## config.mk

```make
export PLATFORM = sky130hd
export DESIGN_NAME = sel_mux_rr_flat
export DESIGN_NICKNAME = d
export VERILOG_FILES = /design/src/rtl/sel_mux_rr_pkg.sv /design/src/rtl/sel_mux_rr_if.sv /design/src/rtl/sel_mux_rr_rr_pick.sv /design/src/rtl/sel_mux_rr.sv /design/src/flat_wrapper.sv
export SDC_FILE = /design/constraint.sdc
export NUM_CORES = 1
export LEC_CHECK = 0
export CORE_MARGIN = 10
export CORE_UTILIZATION = 47
export CTS_CLUSTER_SIZE = 24
export DETAILED_ROUTE_END_ITERATION = 12
export PLACE_DENSITY = 0.91
export SKIP_LAST_GASP = 1
export SYNTH_ARGS = -nofsm -noshare
export SYNTH_HDL_FRONTEND = slang
export SYNTH_SLANG_ARGS = --single-unit
```

## constraint.sdc

```tcl
create_clock -name i_clk -period 4.9 [get_ports i_clk]
set_input_delay 0.735 -clock i_clk [delete_from_list [all_inputs] [get_ports i_clk]]
set_output_delay 0.735 -clock i_clk [all_outputs]
set_load 0.02 [all_outputs]
```

## src/rtl/sel_mux_rr_pkg.sv

```systemverilog
// Shared constants and helpers for the sel_mux_rr channel selector.
package sel_mux_rr_pkg;

   // ceil(log2(n)) with a floor of 1, so a single-channel selector still
   // gets a 1-bit index.
   function automatic int clog2_min1(input int n);
      int r;
      r = 0;
      while ((1 << r) < n) begin
         r = r + 1;
      end
      return (r < 1) ? 1 : r;
   endfunction

   localparam logic MODE_FIXED = 1'b0;
   localparam logic MODE_RR    = 1'b1;

endpackage

```

## src/rtl/sel_mux_rr_if.sv

```systemverilog
// Bus bundle between parallel producers / downstream consumer and sel_mux_rr.
// The slave modport is the selector's view; the master modport is the view of
// whatever drives the producers and the consumer.
interface sel_mux_rr_if
   import sel_mux_rr_pkg::*;
#(
   parameter int N = 8,
   parameter int M = 8
);
   localparam int SELW = clog2_min1(N);

   logic [N*M-1:0]  i_data;
   logic [N-1:0]    i_valid;
   logic [N-1:0]    o_ready;
   logic            i_mode;
   logic [SELW-1:0] i_sel;
   logic [M-1:0]    o_data;
   logic [SELW-1:0] o_ch;
   logic            o_valid;
   logic            i_ready;

   modport slave (
      input  i_data, i_valid, i_mode, i_sel, i_ready,
      output o_ready, o_data, o_ch, o_valid
   );

   modport master (
      output i_data, i_valid, i_mode, i_sel, i_ready,
      input  o_ready, o_data, o_ch, o_valid
   );

endinterface

```

## src/rtl/sel_mux_rr_rr_pick.sv

```systemverilog
// Rotating-priority request picker: returns the first requesting channel found
// when searching base+1, base+2, ... modulo N. Purely combinational.
module sel_mux_rr_rr_pick #(
   parameter int N    = 8,
   parameter int SELW = 3
) (
   input  logic [N-1:0]    req,
   input  logic [SELW-1:0] base,
   output logic [SELW-1:0] gnt_idx,
   output logic            gnt_any
);

   // Doubling the request vector lets a plain right shift perform the modulo-N
   // rotation: bit j of rot is req[(base+1+j) mod N] because base < N.
   logic [2*N-1:0] req2;
   logic [N-1:0]   rot;

   assign req2 = {req, req};
   assign rot  = N'(req2 >> (int'(base) + 1));

   // Lowest set bit of the rotated vector is the nearest requester after base.
   always_comb begin
      gnt_idx = '0;
      gnt_any = |req;
      for (int j = N - 1; j >= 0; j--) begin
         if (rot[j]) begin
            gnt_idx = SELW'((int'(base) + 1 + j) % N);
         end
      end
   end

endmodule

```

## src/rtl/sel_mux_rr.sv

```systemverilog
// Registered N-channel selector with valid/ready per channel, a one-deep output
// register, and a runtime choice of fixed-index or round-robin selection.
module sel_mux_rr
   import sel_mux_rr_pkg::*;
#(
   parameter int N = 8,
   parameter int M = 8
) (
   input  logic        i_clk,
   input  logic        i_rst_n,
   sel_mux_rr_if.slave bus
);

   localparam int SELW = clog2_min1(N);
   // Request vector padded to the full index range so an out-of-range i_sel
   // simply reads a zero and never grants.
   localparam int PADW = 1 << SELW;

   logic [M-1:0]    ch_data [N];
   logic [PADW-1:0] valid_pad;
   logic [SELW-1:0] rr_idx;
   logic            rr_any;
   logic [SELW-1:0] gnt_idx;
   logic            gnt_ok;
   logic            load_en;
   logic            take;

   logic [M-1:0]    data_reg;
   logic [SELW-1:0] ch_reg;
   logic            valid_reg;
   logic [SELW-1:0] ptr_reg;

   for (genvar gi = 0; gi < N; gi++) begin : g_ch
      assign ch_data[gi]     = bus.i_data[gi*M +: M];
      assign bus.o_ready[gi] = take && (gnt_idx == SELW'(gi));
   end

   assign valid_pad = PADW'(bus.i_valid);

   sel_mux_rr_rr_pick #(
      .N    (N),
      .SELW (SELW)
   ) u_rr_pick (
      .req     (bus.i_valid),
      .base    (ptr_reg),
      .gnt_idx (rr_idx),
      .gnt_any (rr_any)
   );

   // Mode mux: fixed index or round-robin pick.
   always_comb begin
      gnt_idx = bus.i_sel;
      gnt_ok  = valid_pad[bus.i_sel];
      if (bus.i_mode == MODE_RR) begin
         gnt_idx = rr_idx;
         gnt_ok  = rr_any;
      end
   end

   // Output register can accept when empty or being drained this cycle;
   // nothing is accepted while reset is asserted.
   assign load_en = !valid_reg || bus.i_ready;
   assign take    = i_rst_n && load_en && gnt_ok;

   // Output register and round-robin pointer.
   always_ff @(posedge i_clk or negedge i_rst_n) begin
      if (!i_rst_n) begin
         data_reg  <= '0;
         ch_reg    <= '0;
         valid_reg <= 1'b0;
         ptr_reg   <= SELW'(N - 1);
      end else if (load_en) begin
         if (take) begin
            data_reg  <= ch_data[gnt_idx];
            ch_reg    <= gnt_idx;
            valid_reg <= 1'b1;
            if (bus.i_mode == MODE_RR) begin
               ptr_reg <= gnt_idx;
            end
         end else begin
            valid_reg <= 1'b0;
         end
      end
   end

   assign bus.o_data  = data_reg;
   assign bus.o_ch    = ch_reg;
   assign bus.o_valid = valid_reg;

endmodule

```

## src/flat_wrapper.sv

```systemverilog
// flat-port wrapper written by rule: the top's interface ports become plain ports
module sel_mux_rr_flat import sel_mux_rr_pkg::*;
#(
   parameter int N = 8,
   parameter int M = 8
)
  (i_clk, i_rst_n, bus_i_data, bus_i_valid, bus_i_mode, bus_i_sel, bus_i_ready, bus_o_ready, bus_o_data, bus_o_ch, bus_o_valid);
  sel_mux_rr_if #(.N(N), .M(M)) bus_i ();
  input  logic i_clk;
  input  logic i_rst_n;
  input wire logic [$bits(bus_i.i_data)-1:0] bus_i_data;
  input wire logic [$bits(bus_i.i_valid)-1:0] bus_i_valid;
  input wire logic [$bits(bus_i.i_mode)-1:0] bus_i_mode;
  input wire logic [$bits(bus_i.i_sel)-1:0] bus_i_sel;
  input wire logic [$bits(bus_i.i_ready)-1:0] bus_i_ready;
  output wire logic [$bits(bus_i.o_ready)-1:0] bus_o_ready;
  output wire logic [$bits(bus_i.o_data)-1:0] bus_o_data;
  output wire logic [$bits(bus_i.o_ch)-1:0] bus_o_ch;
  output wire logic [$bits(bus_i.o_valid)-1:0] bus_o_valid;
  assign bus_i.i_data = bus_i_data;
  assign bus_i.i_valid = bus_i_valid;
  assign bus_i.i_mode = bus_i_mode;
  assign bus_i.i_sel = bus_i_sel;
  assign bus_i.i_ready = bus_i_ready;
  assign bus_o_ready = bus_i.o_ready;
  assign bus_o_data = bus_i.o_data;
  assign bus_o_ch = bus_i.o_ch;
  assign bus_o_valid = bus_i.o_valid;
  sel_mux_rr #(.N(N), .M(M)) u_core (.i_clk(i_clk), .i_rst_n(i_rst_n), .bus(bus_i));
endmodule
```

==> flow_metrics.tcl <==
set metrics [dict create \
    crit_fanout 11 \
    cts_setup_buffers 0 \
    hold_class "flip-flop to flip-flop" \
    drt_iter0_drc 325 \
    ys_top_cells_by_area "mux4_2, dfrtp_1, nand3_1, a21oi_1, o21ai_0" \
    antenna_found_initial 0 \
    synth_fp_nets 417 \
    grt_max_degree 25 \
    intPower_mw 1.082 \
    cts_tree "built" \
    rows 28 \
    vias 3244 \
    worst-setup-path-type "input pin to output port" \
    rsz0062_at_grt "false" \
    worstPathRequired_ns 4.16 \
    ys_types 65 \
    slew_headroom_pct 55.01 \
    die_w_um 98.34 \
    insertedDiodeCount 0 \
    cts_sinks 15 \
    most-common-layout-cells "clkdlybuf4s50_1, nand3_1, inv_1" \
    grt_pass1_wl_um 16840 \
    postPlaceCellArea_um2 3876 \
    fp.dieH_um 98.34 \
    hold_viol_final 0 \
    netSwitchingPower_mw 1.252 \
    core_region_area_um2 5956 \
    initial_core_util_pct 48.42 \
    synth-seq-cells 15 \
    cts.path.max_buffers 2 \
    nets 505 \
    r2r_start "u_core.ptr_reg[1]$_DFFE_PN1P_" \
    power.density_nw_per_um2 592.3 \
    synth_ff_type "dfrtp_1" \
    overflow 0 \
    tns_ns 0 \
    worstMarginPinSlew_ns 0.6728 \
    synth_seq_area_share_pct 13.15 \
    yosys_warnings 0 \
    drv_slew 0 \
    post_layout_nonfiller_instances 498 \
    cp.arrival_ns 4.03 \
    ant_nets 0 \
    first_global_vias 3144 \
    start_kind "input pin" \
    clock_skew_ns 0.002479 \
    clock_power_share_pct 4.5 \
    worstSkewPairLatency_ns 0.25 \
    drv_cap 0 \
    ctsHoldBuffers 0 \
    fmax_ghz 0.2098 \
    dpl.hpwl_um 8550 \
    timing.hold.ws_ns 0.4871 \
    hp-start "u_core.bus.o_ch[2]$_DFFE_PN0P_" \
    postCtsResizedCells 0 \
    netlist_area_um2 2884 \
    syn_avg_cell_area_um2 8.583 \
    cts_buffers 3 \
    critPathCaptureType "output port" \
    crit_path_start "bus_i_valid[6]" \
    gp_congestion 0.9165 \
    yosysTopAreaCell "mux4_2" \
    placed_cells 494 \
    root_buffer "clkbuf_8" \
    p_leak_nw 1.521 \
    routed_wirelength_um 10690 \
    drc 0 \
    yosys.area.top_type_share_pct 13.28 \
    ys_async_sr_fraction_pct 100.0 \
    final_common_cell "clkdlybuf4s50_1" \
    switching_share_pct 53.63 \
    clk_pin_slew_ns 0.06 \
    areaGrowthSynthToFinish_pct 36.66 \
    status "finished, final reports clean" \
    drive_gt1_share_pct 19.39 \
    die-area_um2 9670 \
    track_usage_pct 20.76 \
    drt_first_pass_iters 5 \
    htreeDepth 1 \
    io_pins 99 \
    peakVddDrop_v 0.0003665 \
    fin_crit_sh_pct 97.28 \
    viasPerCell 6.514 \
    fin_crit_ns 4.767 \
    largest_reg_flops 8 \
    io_buffers 98 \
    wire_per_inst_um 21.46 \
    combPwrFrac_pct 84.9 \
    design_area_um2 3941 \
    synth-edff-count 0 \
    finalSetupViolCount 0 \
    synth_cells 336 \
    seqPwrFrac_pct 10.6 \
]
cell families (layout without fill, tap and decap cells):
family,after synthesis,count (layout),synth area share [%]
buffers and inverters,59,146,10.93
AO/OA/AOI/OAI,115,115,32.19
multiplexers,36,36,21.26
flip-flops,15,15,13.15
AND/OR/NAND/NOR,104,104,19.57
XOR/XNOR,5,5,2.039
adder cells (fa/ha/maj),2,2,0.8675
final timing paths:
kind,endpoint,slack [ns],cells after the start
max,bus_o_ready[2],0.13,9
min,u_core.bus.o_ch[2]$_DFFE_PN0P_,0.49,2
max reg2reg,u_core.bus.o_data[1]$_DFFE_PN0P_,1.33,10
min reg2reg,u_core.bus.o_ch[2]$_DFFE_PN0P_,0.49,2
max in group asynchronous,u_core.ptr_reg[0]$_DFFE_PN1P_,3.86,2
min in group asynchronous,u_core.bus.o_valid$_DFFE_PN0N_,0.79,2
final cells by class:
class,count,area [µm²]
fill,520,2014
clock buffer,4,45.04
tap,75,93.84
inverter,26,97.59
sequential,15,379.1
timing repair buffer,116,1121
multi-input combinational,262,2205
stage by stage:
step	power (mW)	worst slack, ns	utilization, %
5_1_grt	2.497	0.03301	66.18
3_5_place_dp	2.167	0.08642	65.08
3_3_place_gp	2.129	0.1967	65.08
6_report	2.334	0.1332	66.18
2_1_floorplan	1.679	0.5313	-
4_1_cts	2.275	0.08657	65.84
worst max-delay path: stages:
cell and delay [ns]:
clkdlybuf4s50_1 0.59, mux4_2 0.67, mux2i_1 0.36, inv_1 0.17, a211oi_2 0.36, o21ai_4 0.16, nand2_1 0.19, and3_1 0.18
clkdlybuf4s50_1 0.61
synth_stat cells (all sizes together) (5+ instances only):
cell type  instances
o311ai             8
o31ai              5
o211ai            18
mux4              17
buf               23
o21ai             23
nand2b             5
inv               25
dfrtp             12
a211oi             9
nand4             16
nor3               6
clkbuf            10
a21oi             21
nor2              15
and3               5
mux2              14
o221ai             9
nand3             26
mux2i              5
nand2             20
per-layer routing:
layer  routed length, µm  track usage, %  share of wire, %
met2                5216           34.09                49
met4                 257           6.284               2.4
met5                   0               0                 0
met3                1064           3.735                10
met1                4147           26.89                39
power groups by stage:
stage / Combinational (mW) / Sequential [mW] / Clock, mW
after floorplan: 1.40 / 0.282 / 0
after global routing: 2.12 / 0.262 / 0.110
after global placement: 1.88 / 0.247 / 0
after CTS: 1.92 / 0.249 / 0.104
final: 1.98 / 0.249 / 0.104
after detailed placement: 1.92 / 0.250 / 0
(Power assumes the default switching activity.)
==> RTL change, RTL diff (same settings) <==
`M` is set to 8 in 3 places; all go to 7.
--- a/src/rtl/sel_mux_rr_if.sv
+++ b/src/rtl/sel_mux_rr_if.sv
@@ -7,3 +7,3 @@
    parameter int N = 8,
-   parameter int M = 8
+   parameter int M = 7
 );
--- a/src/rtl/sel_mux_rr.sv
+++ b/src/rtl/sel_mux_rr.sv
@@ -6,3 +6,3 @@
    parameter int N = 8,
-   parameter int M = 8
+   parameter int M = 7
 ) (
--- a/src/flat_wrapper.sv
+++ b/src/flat_wrapper.sv
@@ -4,3 +4,3 @@
    parameter int N = 8,
-   parameter int M = 8
+   parameter int M = 7
 )
Ports: changed (resized bus_i_data and bus_o_data); port bits go from 99 to 90. The function was not compared with the original's and may differ.
==> RTL change against the original RTL <==
  * Maximum frequency rose by 1.7%
  * Worst setup slack gained 0.081 ns
  * Sequential cell count shrank 1
  * Wire length is 18% lower
  * Highest routed layer unchanged
  * Largest cell class unchanged
  * Hold slack worse by 0.0051 ns
  * Largest power group unchanged
  * Area after synthesis decreased by 17%
  * Final area fell by 14%
  * Sequential share of layout area increased by 0.84 points
  * Count of clock-buffer cells in the layout did not move
  * Power fell by 17%
  * Utilization up 4.1 points
==> RTL change: results (changes against the original RTL) <==
* Status: finished clean (unchanged)
* Skew final at 0.00595 ns (was 0.00248 ns)
* Via total after detailed routing at 2541 (was 3244)
* Layout cells sized above 1 at 0.159 (was 0.194)
* Post-synthesis sequential area ratio at 0.149 (was 0.131)
* Hpwl dp at 6990 microns (was 8550 microns)
* Largest net degree at the start of global routing at 23 (was 25)
* Routed wire length at 8740 microns (was 10700 microns)
* First DRT Iteration DRCs at 207 (was 325)
* Synth area leaders: mux4_2 (16%), mux2i_1 (15%), dfrtp_1 (12%), nor2_1 (3.9%), dfstp_2 (3.3%) (was mux4_2 (13%), dfrtp_1 (10%), nand3_1 (4.5%), a21oi_1 (3.6%), o21ai_0 (3.6%))
* Hold wc startpoint: u_core.bus.o_ch[0]$_DFFE_PN0P_ (was u_core.bus.o_ch[2]$_DFFE_PN0P_)
* Hold worst-path end: u_core.bus.o_ch[0]$_DFFE_PN0P_ (was u_core.bus.o_ch[2]$_DFFE_PN0P_)
* RR Endpoint: u_core.bus.o_data[6]$_DFFE_PN0P_ (was u_core.bus.o_data[1]$_DFFE_PN0P_)
* Crit path largest cell delay at 0.63 ns (was 0.67 ns)
* Vias in the first global route at 2588 (was 3144)
* Synthesized flop and latch total at 14 (was 15)
* Critical-path top delay cell: clkdlybuf4s50_1 (was mux4_2)
* WHS at 0.482 ns (was 0.487 ns)
* Unique masters post-synth at 51 (was 65)
* Worst vdd ir at 0.000316 V (was 0.000366 V)
* Cell leakage power at 1.34 nW (was 1.52 nW)
* First-pass GRT wire length at 14000 microns (was 16800 microns)
* Port Buf Inserts at 89 (was 98)
* Syn_nets at 342 (was 417)
* Flip-flop count of the largest register after layout at 7 (was 8)
* Worst slew pin tran at 0.630 ns (was 0.673 ns)
-- RTL change: layout make-up --
class	count	area (sq um)
clock buffers	4	55.1
fillers	377	1430
inverters	5	18.8
multi-input cells	223	1850
flip-flops and latches	14	354
well taps	67	83.8
repair buffers	107	1030
-- RTL change: cells by family after synthesis --
logic type      share of synthesized area
simple gates                        0.181
compound gates                      0.198
mux                                 0.366
buf+inv                            0.0778
flops                               0.149
xor+xnor                           0.0184
fa+ha+maj                          0.0105
-- RTL change: worst max-delay path, delay by kind of cell --
kind                   cells  cell delay, ns
multiplexers               1            0.58
buffers and inverters      2            1.23
AND/OR/NAND/NOR            3            0.56
AO/OA/AOI/OAI              3            0.85
-- RTL change: worst max-delay path by stage --
stage,startpoint,depth (start not counted),endpoint
2_1_floorplan,u_core.ptr_reg[0]$_DFFE_PN1P_,15,bus_o_ready[1]
3_3_place_gp,bus_i_valid[4],12,bus_o_ready[6]
3_5_place_dp,bus_i_valid[7],9,bus_o_ready[5]
4_1_cts,bus_i_valid[7],9,bus_o_ready[5]
5_1_grt,bus_i_valid[7],10,bus_o_ready[5]
6_report,bus_i_valid[7],9,bus_o_ready[5]
-- RTL change: layer usage --
layer / share of wire / track usage / vias to the layer above / routed length, microns
met5: 0 / 0 / - / 0
met4: 0.0025 / 0.0117 / 0 / 22
met3: 0.069 / 0.0370 / 4 / 606
met2: 0.52 / 0.369 / 118 / 4590
met1: 0.40 / 0.249 / 1230 / 3530
li1: - / - / 1189 / -
-- RTL change: power by group --
| part | switching (W) | internal, W | total, W |
|---|---|---|---|
| sequential | 0.0000694 | 0.000180 | 0.000249 |
| clock | 0.0000424 | 0.0000712 | 0.000114 |
| combinational | 0.000846 | 0.000732 | 0.00158 |
-- RTL change: what timing repair did --
action | in CTS | in global routing
setup endpoints to repair | 0 | 4
resized for setup | 0 | 1
hold endpoints to repair | 0 | 0
-- RTL change: per-stage QoR --
stage          setup slack [ns]  std cells  utilization  power (W)  instance area (sq um)
6_report                  0.214        420        0.703    0.00194                   3390
5_1_grt                  0.0211        420        0.703    0.00208                   3390
4_1_cts                   0.212        420        0.702    0.00192                   3380
3_5_place_dp              0.208        416        0.691    0.00179                   3330
3_3_place_gp              0.325        416        0.691    0.00176                   3330
2_1_floorplan             0.594        269            -    0.00140                   2380
